File: src/rtl/mc_ctrl_fsm_pkg.sv
// Shared definitions for the multi-cycle MIPS control unit: state codes, opcodes,
// ALUop and datapath mux-select encodings.
package mc_ctrl_fsm_pkg;

    typedef enum logic [3:0] {
        StIf  = 4'd0,
        StId  = 4'd1,
        StMa  = 4'd2,
        StMrd = 4'd3,
        StMwb = 4'd4,
        StMwr = 4'd5,
        StExr = 4'd6,
        StRwb = 4'd7,
        StBr  = 4'd8,
        StJmp = 4'd9,
        StExi = 4'd10,
        StIwb = 4'd11,
        StJal = 4'd12,
        StErr = 4'd13
    } state_t;

    localparam logic [5:0] OP_R    = 6'b000000;
    localparam logic [5:0] OP_LW   = 6'b100011;
    localparam logic [5:0] OP_SW   = 6'b101011;
    localparam logic [5:0] OP_BEQ  = 6'b000100;
    localparam logic [5:0] OP_BNE  = 6'b000101;
    localparam logic [5:0] OP_J    = 6'b000010;
    localparam logic [5:0] OP_JAL  = 6'b000011;
    localparam logic [5:0] OP_ADDI = 6'b001000;

    localparam logic [1:0] ALUOP_ADD = 2'b00;
    localparam logic [1:0] ALUOP_SUB = 2'b01;
    localparam logic [1:0] ALUOP_FUN = 2'b10;

    localparam logic       SRCA_PC  = 1'b0;
    localparam logic       SRCA_REG = 1'b1;

    localparam logic [1:0] SRCB_REG    = 2'b00;
    localparam logic [1:0] SRCB_FOUR   = 2'b01;
    localparam logic [1:0] SRCB_IMM    = 2'b10;
    localparam logic [1:0] SRCB_IMM_SH = 2'b11;

    localparam logic [1:0] DST_RT = 2'b00;
    localparam logic [1:0] DST_RD = 2'b01;
    localparam logic [1:0] DST_RA = 2'b10;

    localparam logic [1:0] WB_ALU = 2'b00;
    localparam logic [1:0] WB_MDR = 2'b01;
    localparam logic [1:0] WB_PC  = 2'b10;

    localparam logic [1:0] PC_ALU    = 2'b00;
    localparam logic [1:0] PC_ALUOUT = 2'b01;
    localparam logic [1:0] PC_JUMP   = 2'b10;

    // Dispatch from ID on the freshly loaded opcode.
    function automatic state_t id_next(input logic [5:0] op, input bit bne_en);
        state_t nxt;
        case (op)
            OP_LW, OP_SW: nxt = StMa;
            OP_R:         nxt = StExr;
            OP_BEQ:       nxt = StBr;
            OP_BNE:       nxt = bne_en ? StBr : StErr;
            OP_J:         nxt = StJmp;
            OP_JAL:       nxt = StJal;
            OP_ADDI:      nxt = StExi;
            default:      nxt = StErr;
        endcase
        return nxt;
    endfunction

endpackage

File: src/rtl/mc_ctrl_fsm_if.sv
// Control-unit <-> datapath bundle: instruction fields and status in, mux selects
// and write strobes out.
interface mc_ctrl_fsm_if;

    logic [5:0] OP;
    logic [5:0] Fun;
    logic       zero;
    logic       MIO_ready;

    logic [3:0] state;
    logic [1:0] ALUop;
    logic       ALUSrcA;
    logic [1:0] ALUSrcB;
    logic [1:0] RegDst;
    logic [1:0] MemtoReg;
    logic [1:0] PCSource;
    logic       IorD;
    logic       MemRead;
    logic       MemWrite;
    logic       IRWrite;
    logic       RegWrite;
    logic       PC_en;
    logic       CPU_MIO;
    logic       err;

    modport master (
        input  OP, Fun, zero, MIO_ready,
        output state, ALUop, ALUSrcA, ALUSrcB, RegDst, MemtoReg, PCSource, IorD,
               MemRead, MemWrite, IRWrite, RegWrite, PC_en, CPU_MIO, err
    );

    modport slave (
        output OP, Fun, zero, MIO_ready,
        input  state, ALUop, ALUSrcA, ALUSrcB, RegDst, MemtoReg, PCSource, IorD,
               MemRead, MemWrite, IRWrite, RegWrite, PC_en, CPU_MIO, err
    );

endinterface

File: src/rtl/mc_ctrl_fsm.sv
// Multi-cycle MIPS control unit: Moore FSM sequencing IF/ID/EX/MEM/WB over a shared
// datapath, stalling memory states on MIO_ready.
import mc_ctrl_fsm_pkg::*;

module mc_ctrl_fsm #(
    parameter bit MEM_WAIT_EN = 1'b1,
    parameter bit BNE_EN      = 1'b1
) (
    input  logic          clk,
    input  logic          rst,
    mc_ctrl_fsm_if.master bus
);

    state_t state_q;
    logic   ready;
    logic   is_bne;
    logic   pc_write;
    logic   pc_write_cond;

    logic [1:0] alu_op;
    logic       src_a;
    logic [1:0] src_b;
    logic [1:0] reg_dst;
    logic [1:0] mem_to_reg;
    logic [1:0] pc_source;
    logic       i_or_d;
    logic       mem_read;
    logic       mem_write;
    logic       ir_write;
    logic       reg_write;
    logic       err_pulse;

    // Fun is resolved by the ALU function decoder downstream, not here.
    logic unused_fun;
    assign unused_fun = ^bus.Fun;

    assign ready  = MEM_WAIT_EN ? bus.MIO_ready : 1'b1;
    assign is_bne = (bus.OP == OP_BNE);

    always_ff @(posedge clk) begin
        if (rst) begin
            state_q <= StIf;
        end else begin
            case (state_q)
                StIf:    if (ready) state_q <= StId;
                StId:    state_q <= id_next(bus.OP, BNE_EN);
                StMa:    state_q <= (bus.OP == OP_SW) ? StMwr : StMrd;
                StMrd:   if (ready) state_q <= StMwb;
                StMwr:   if (ready) state_q <= StIf;
                StExr:   state_q <= StRwb;
                StExi:   state_q <= StIwb;
                default: state_q <= StIf;
            endcase
        end
    end

    always_comb begin
        alu_op        = ALUOP_ADD;
        src_a         = SRCA_PC;
        src_b         = SRCB_REG;
        reg_dst       = DST_RT;
        mem_to_reg    = WB_ALU;
        pc_source     = PC_ALU;
        i_or_d        = 1'b0;
        mem_read      = 1'b0;
        mem_write     = 1'b0;
        ir_write      = 1'b0;
        reg_write     = 1'b0;
        pc_write      = 1'b0;
        pc_write_cond = 1'b0;
        err_pulse     = 1'b0;
        case (state_q)
            StIf: begin
                mem_read = 1'b1;
                src_b    = SRCB_FOUR;
                ir_write = ready;
                pc_write = ready;
            end
            StId: src_b = SRCB_IMM_SH;
            StMa: begin
                src_a = SRCA_REG;
                src_b = SRCB_IMM;
            end
            StMrd: begin
                mem_read = 1'b1;
                i_or_d   = 1'b1;
            end
            StMwb: begin
                reg_write  = 1'b1;
                mem_to_reg = WB_MDR;
            end
            StMwr: begin
                mem_write = 1'b1;
                i_or_d    = 1'b1;
            end
            StExr: begin
                src_a  = SRCA_REG;
                alu_op = ALUOP_FUN;
            end
            StRwb: begin
                reg_write = 1'b1;
                reg_dst   = DST_RD;
            end
            StBr: begin
                src_a         = SRCA_REG;
                alu_op        = ALUOP_SUB;
                pc_source     = PC_ALUOUT;
                pc_write_cond = 1'b1;
            end
            StJmp: begin
                pc_write  = 1'b1;
                pc_source = PC_JUMP;
            end
            StExi: begin
                src_a = SRCA_REG;
                src_b = SRCB_IMM;
            end
            StIwb: reg_write = 1'b1;
            StJal: begin
                pc_write   = 1'b1;
                pc_source  = PC_JUMP;
                reg_write  = 1'b1;
                reg_dst    = DST_RA;
                mem_to_reg = WB_PC;
            end
            default: err_pulse = 1'b1;
        endcase
    end

    assign bus.state    = state_q;
    assign bus.ALUop    = alu_op;
    assign bus.ALUSrcA  = src_a;
    assign bus.ALUSrcB  = src_b;
    assign bus.RegDst   = reg_dst;
    assign bus.MemtoReg = mem_to_reg;
    assign bus.PCSource = pc_source;
    assign bus.IorD     = i_or_d;
    assign bus.MemRead  = mem_read;
    assign bus.MemWrite = mem_write;
    assign bus.IRWrite  = ir_write;
    assign bus.RegWrite = reg_write;
    assign bus.PC_en    = pc_write | (pc_write_cond & (bus.zero ^ is_bne));
    assign bus.CPU_MIO  = mem_read | mem_write;
    assign bus.err      = err_pulse;

endmodule

File: src/flat_wrapper.sv
// flat-port wrapper written by rule: the top's interface ports become plain ports
module mc_ctrl_fsm_flat 
#(
    parameter bit MEM_WAIT_EN = 1'b1,
    parameter bit BNE_EN      = 1'b1
)
  (clk, rst, bus_OP, bus_Fun, bus_zero, bus_MIO_ready, bus_state, bus_ALUop, bus_ALUSrcA, bus_ALUSrcB, bus_RegDst, bus_MemtoReg, bus_PCSource, bus_IorD, bus_MemRead, bus_MemWrite, bus_IRWrite, bus_RegWrite, bus_PC_en, bus_CPU_MIO, bus_err);
  mc_ctrl_fsm_if bus_i ();
  input  logic clk;
  input  logic rst;
  input wire logic [$bits(bus_i.OP)-1:0] bus_OP;
  input wire logic [$bits(bus_i.Fun)-1:0] bus_Fun;
  input wire logic [$bits(bus_i.zero)-1:0] bus_zero;
  input wire logic [$bits(bus_i.MIO_ready)-1:0] bus_MIO_ready;
  output wire logic [$bits(bus_i.state)-1:0] bus_state;
  output wire logic [$bits(bus_i.ALUop)-1:0] bus_ALUop;
  output wire logic [$bits(bus_i.ALUSrcA)-1:0] bus_ALUSrcA;
  output wire logic [$bits(bus_i.ALUSrcB)-1:0] bus_ALUSrcB;
  output wire logic [$bits(bus_i.RegDst)-1:0] bus_RegDst;
  output wire logic [$bits(bus_i.MemtoReg)-1:0] bus_MemtoReg;
  output wire logic [$bits(bus_i.PCSource)-1:0] bus_PCSource;
  output wire logic [$bits(bus_i.IorD)-1:0] bus_IorD;
  output wire logic [$bits(bus_i.MemRead)-1:0] bus_MemRead;
  output wire logic [$bits(bus_i.MemWrite)-1:0] bus_MemWrite;
  output wire logic [$bits(bus_i.IRWrite)-1:0] bus_IRWrite;
  output wire logic [$bits(bus_i.RegWrite)-1:0] bus_RegWrite;
  output wire logic [$bits(bus_i.PC_en)-1:0] bus_PC_en;
  output wire logic [$bits(bus_i.CPU_MIO)-1:0] bus_CPU_MIO;
  output wire logic [$bits(bus_i.err)-1:0] bus_err;
  assign bus_i.OP = bus_OP;
  assign bus_i.Fun = bus_Fun;
  assign bus_i.zero = bus_zero;
  assign bus_i.MIO_ready = bus_MIO_ready;
  assign bus_state = bus_i.state;
  assign bus_ALUop = bus_i.ALUop;
  assign bus_ALUSrcA = bus_i.ALUSrcA;
  assign bus_ALUSrcB = bus_i.ALUSrcB;
  assign bus_RegDst = bus_i.RegDst;
  assign bus_MemtoReg = bus_i.MemtoReg;
  assign bus_PCSource = bus_i.PCSource;
  assign bus_IorD = bus_i.IorD;
  assign bus_MemRead = bus_i.MemRead;
  assign bus_MemWrite = bus_i.MemWrite;
  assign bus_IRWrite = bus_i.IRWrite;
  assign bus_RegWrite = bus_i.RegWrite;
  assign bus_PC_en = bus_i.PC_en;
  assign bus_CPU_MIO = bus_i.CPU_MIO;
  assign bus_err = bus_i.err;
  mc_ctrl_fsm #(.MEM_WAIT_EN(MEM_WAIT_EN), .BNE_EN(BNE_EN)) u_core (.clk(clk), .rst(rst), .bus(bus_i));
endmodule
File: config.mk
export PLATFORM = sky130hd
export DESIGN_NAME = mc_ctrl_fsm_flat
export DESIGN_NICKNAME = d
export VERILOG_FILES = /design/src/rtl/mc_ctrl_fsm_pkg.sv /design/src/rtl/mc_ctrl_fsm_if.sv /design/src/rtl/mc_ctrl_fsm.sv /design/src/flat_wrapper.sv
export SDC_FILE = /design/constraint.sdc
export NUM_CORES = 1
export LEC_CHECK = 0
export CAP_MARGIN = 20
export CORE_UTILIZATION = 50
export CTS_CLUSTER_SIZE = 10
export DETAILED_ROUTE_END_ITERATION = 12
export DONT_BUFFER_PORTS = 1
export PLACE_DENSITY = 0.68
export SYNTH_ARGS = -nofsm -noshare
export SYNTH_HDL_FRONTEND = slang
export SYNTH_SLANG_ARGS = --single-unit
File: constraint.sdc
create_clock -name clk -period 1.6 [get_ports clk]
set_input_delay 0.32 -clock clk [delete_from_list [all_inputs] [get_ports clk]]
set_output_delay 0.32 -clock clk [all_outputs]
set_load 0.02 [all_outputs]
======== Word-level counts from Yosys, hierarchy flattened ========
Cells that the tools add are included.
storage, ports and cells
  register bits after elaboration ......... 4
  logic and storage cells ................. 59
  output and inout bits ................... 23
  input port bits ......................... 16
cells by class
  reduce and logical (&&, ||, !) cells .... 12
  bitwise logic cells ..................... 4
  muxes and demuxes ....................... 20
  equality and inequality tests ........... 22
operators with widths
  kind                  number
  $pmux W4 S7           1
  $pmux W4 S6           1
  $eq A4 B4 Y1 const B  5
  $eq A4 B3 Y1 const B  4
  $pmux W2 S2           4
  $reduce_or A13 Y1     1
  $eq A6 B2 Y1 const B  2
  $eq A6 B3 Y1 const B  2
  $eq A6 B6 Y1 const B  2
  $mux W4               3
  $reduce_or A2 Y1      6
  $eq A4 B2 Y1 const B  2
  $mux W1               8
  $reduce_or A4 Y1      2
  $eq A6 B4 Y1 const B  1
  $logic_not A6 Y1      1
  $ne A2 B2 Y1 const B  3
  $pmux W2 S3           1
  $eq A4 B1 Y1 const B  1
  $logic_not A4 Y1      1
  $mux W3               1
  $reduce_and A3 Y1     1
  $or A1 B1 Y1          2
  $pmux W1 S2           1
  other kinds (2)       2

======== Logic depth before layout (Yosys ltp) ========
  word-level depth ........................ 4
  gate-level depth with buffers ........... 6
  gate-level depth less buffers ........... 4

======== Worst setup path before layout ========
OpenSTA, ideal clock, no wires.
  path type ............................... register -> output
  start point ............................. register u_core.state_q[0], in the netlist u_core.bus.state[0]
  end point ............................... output port bus_RegDst[0]
  slack ................................... -0.474 ns
  stages on the path, launching flop included .. 6
  data required time ...................... 1.280 ns
  path buffers ............................ 3
  arrival ................................. 1.754 ns
  path through ............................ dfxtp_1 -> clkbuf_1 -> clkbuf_1 -> buf_2 -> nand2_1 -> nor3b_1
between the ends
  cells in the longest elaborated chain, start to end .. 2
  elaborated cells on any way between the ends .. 3
  classes of those cells .................. eq/ne: 2; mux: 1
RTL lines
  what                                          line                source
  start: declaration                            mc_ctrl_fsm.sv:14   state_t state_q;
  start signal: assignment                      mc_ctrl_fsm.sv:42   state_q <= StIf;
  start signal: assignment                      mc_ctrl_fsm.sv:45   StIf: if (ready) state_q <= StId;
  start signal: assignment                      mc_ctrl_fsm.sv:46   StId: state_q <= id_next(bus.OP, BNE_EN);
  $eq A4 B4 Y1 or $eq A4 B3 Y1 (tied branches)  mc_ctrl_fsm.sv:72   case (state_q)
  $pmux W2 S2 *                                 mc_ctrl_fsm.sv:72
  end: declaration                              flat_wrapper.sv:19  output wire logic [$bits(bus_i.RegDst)-1:0] bus_RegDst;
Mark *: on every way between the ends. The rest lies on a longest branch, timed or not.

======== Worst setup path in the final report ========
  start point ............................. register u_core.state_q[3], in the netlist u_core.bus.state[3]
  end point ............................... output port bus_PC_en
between the ends
  cells in the longest elaborated chain, start to end .. 4
  elaborated cells on any way between the ends .. 9
  classes of those cells .................. eq/ne: 3; mux: 2; bitwise: 2; reduce/logical: 2
RTL lines
  what                                                   line                                   source
  $eq A4 B4 Y1                                           mc_ctrl_fsm.sv:72
  $reduce_or A2 Y1 (no line) or $mux W1 (tied branches)  -
  $pmux W1 S2 or $and A1 B1 Y1 (tied branches)           mc_ctrl_fsm.sv:72, mc_ctrl_fsm.sv:142
  $or A1 B1 Y1 *                                         mc_ctrl_fsm.sv:142                     assign bus.PC_en = pc_write | (pc_write_cond & (bus.zero ^ is_bne));
  end: declaration                                       flat_wrapper.sv:27                     output wire logic [$bits(bus_i.PC_en)-1:0] bus_PC_en;
Marks and branches as above.

==> impl_metrics.env <==
export IMPL_wirelength_mm=3.487
export IMPL_p_int_mw=0.3452
export IMPL_p_leak_nw=0.4116
export IMPL_power_density_mw_per_mm2=563.2
export IMPL_yosysWarnings=0
export IMPL_synthTopCellsByArea="dfxtp_1 12%, nor2_1 7.5%, nor3_1 6.9%"
export IMPL_fin_nets=141
export IMPL_die_area_mm2=0.001447
export IMPL_worstPathArrival_ns=1.73
export IMPL_start_util_pct=56.17
export IMPL_dp_hpwl_mm=1.410
export IMPL_cts_tree="yes"
export IMPL_boundaryPins=39
export IMPL_largest_register_ffs=4
export IMPL_dr_pass1_iters=7
export IMPL_place_ws_ns=-0.2179
export IMPL_pwr_share_clk_pct=22.3
export IMPL_port_buffers=0
export IMPL_failed_checks="negative setup slack"
export IMPL_fin_crit_sh_pct=128.4
export IMPL_total_power_mw=0.6293
export IMPL_die_w_um=38.04
export IMPL_required_ns=1.28
export IMPL_cts_inserted_buffers=3
export IMPL_fp_row_count=12
export IMPL_final_cell_mix="22 x buf_4, 10 x nor2_1, 6 x nor2b_1"
export IMPL_switchingPower_mw=0.2841
export IMPL_grt_pass1_vias=685
export IMPL_fin_ws_ns=-0.4540
export IMPL_synth_edff_count=0
export IMPL_seq_power_share_pct=18.9
export IMPL_final_max_slew_viol_count=0
export IMPL_final_layout_size_suffix_gt1_share_pct=52.03
export IMPL_seq_area_frac_synth_pct=12.33
export IMPL_comb_power_share_pct=58.8
export IMPL_syn_num_nets=115
export IMPL_crit_path_end_kind="output pin"
export IMPL_final_common_cell="buf_4"
export IMPL_gp_congestion=0.8686
export IMPL_ant_nets=0
export IMPL_vias=1108
export IMPL_area_growth_pct=72.06
export IMPL_final_seq_area_um2=92.59
export IMPL_fillerInstances=23
export IMPL_syn_area_per_cell_um2=6.559
export IMPL_timing_hold_ws_ns=0.1393
export IMPL_multiInputGateArea_um2=698.2
export IMPL_max_freq_ghz=0.4869
export IMPL_die_height_um=38.04
export IMPL_synth_top_area_share_pct=12.33
export IMPL_clock_skew_ns=0.01133
export IMPL_rsz0062_at_grt="yes"
export IMPL_path_max_fanout=5
export IMPL_grt_pass1_wl_mm=2.835
export IMPL_grtUsageTotal_pct=27.43
export IMPL_hp_class="input port to flop"
export IMPL_grt_max_degree=27
export IMPL_fin_util_pct=96.65
export IMPL_routedWlPerCell_um=25.45
export IMPL_synth_ff_type="dfxtp_1"
export IMPL_synth_cells=99
export IMPL_irDropWorstVdd_mv=0.3306
export IMPL_cap_violations=0
export IMPL_switching_share_pct=45.14
export IMPL_viasPerCell=8.088
export IMPL_clk_latency_ns=0.25
export IMPL_drc=0
export IMPL_grt_overflow_total=0
export IMPL_yosysUniqueCellTypes=40
export IMPL_core_mm2=0.001156
export IMPL_netlist_area_um2=649.4
export IMPL_path_clk_slew_ns=0.05
export IMPL_final_setup_viol_count=10
export IMPL_final_hold_viol_count=0
export IMPL_synth_seq_cells=4
export IMPL_antenna_found_initial=0
export IMPL_crit_path_start_kind="flop"
export IMPL_async_flop_share_pct=0
export IMPL_root_buffer="clkbuf_4"
export IMPL_drt_initial_drc_count=129
export IMPL_cts_sinks=4
export IMPL_final_setup_tns_ns=-1.022
export IMPL_diodes=0
export IMPL_period_needed_ns=2.054
export IMPL_yosysTopAreaCell="dfxtp_1"
export IMPL_max_slew_worst_pin_slew_ns=0.4686
export IMPL_slew_headroom_pct=68.69
export IMPL_clock_path_buffers=2
export IMPL_worstSetupPathType="flop to output pin"
export IMPL_cts_htree_levels=1
export IMPL_status="finished, violations left"
cells by family after synthesis:
family                 Yosys count  synth area share, %
flip-flops                       4                12.33
buffers and inverters           11                6.936
AO/OA/AOI/OAI                   25                27.36
AND/OR/NAND/NOR                 56                49.33
XOR/XNOR                         3                4.047
area by class of cell:
class | instances | area share, %
multi-input cells | 84 | 62.49
repair buffers | 30 | 24.97
flip-flops and latches | 4 | 8.287
clock buffers | 3 | 2.016
well taps | 14 | 1.568
inverters | 2 | 0.6719
cells in the mapped netlist, drive strengths merged (2+ instances only):
| cell type | number |
|---|---|
| nor2 | 13 |
| nor3 | 9 |
| a31oi | 3 |
| buf | 4 |
| nand2b | 6 |
| clkbuf | 5 |
| o32ai | 2 |
| nor4 | 2 |
| o21ai | 3 |
| nand3 | 2 |
| inv | 2 |
| and3 | 3 |
| xor2 | 2 |
| nand2 | 3 |
| dfxtp | 4 |
| o31a | 2 |
| nor3b | 4 |
| nor2b | 7 |
| a21oi | 5 |
routing by layer:
layer / GRT usage (%) / part of all wire [%]
met5: 0 / 0
met4: 5.357 / 9.1
met3: 6.395 / 15
met2: 47.46 / 42
met1: 34.15 / 34
worst max-delay path: stages, from the launching register on:
cell and delay, ns:
dfxtp_2 0.36, nor3b_1 0.43, a21oi_1 0.14, or2_2 0.33, a21oi_4 0.22
what timing repair did:
action                                  in CTS  in global routing
gates cloned                                 0                  1
resized for setup                           11                 17
hold buffers                                 0                  0
endpoints found under the setup margin       8                 11
setup buffers                                0                  7
pin swaps                                    2                  3
through the flow:
step / std cells / instance area [µm²]
global placement: 126 / 890.9
CTS: 129 / 952.2
finish: 137 / 1117
detailed placement: 126 / 890.9
global route: 137 / 1117
floorplan: 99 / 739.5
power by group through the flow:
stage | sequential [mW] | clock, mW | combinational, mW
2_1_floorplan | 0.123 | 0 | 0.201
3_3_place_gp | 0.117 | 0 | 0.266
5_1_grt | 0.119 | 0.145 | 0.381
3_5_place_dp | 0.118 | 0 | 0.273
4_1_cts | 0.117 | 0.127 | 0.286
6_report | 0.119 | 0.140 | 0.370
worst paths after layout:
path / start / endpoint / slack (ns) / cells after the start
worst max-delay path: u_core.bus.state[3]$_SDFFE_PP0P_ / bus_PC_en / -0.45 / 4
worst min-delay path: rst / u_core.bus.state[0]$_SDFFE_PP0P_ / 0.14 / 1
worst max register to register: u_core.bus.state[2]$_SDFFE_PP0P_ / u_core.bus.state[2]$_SDFFE_PP0P_ / 0.02 / 6
worst min register to register: u_core.bus.state[2]$_SDFFE_PP0P_ / u_core.bus.state[3]$_SDFFE_PP0P_ / 0.65 / 2
(Power assumes the default switching activity.)
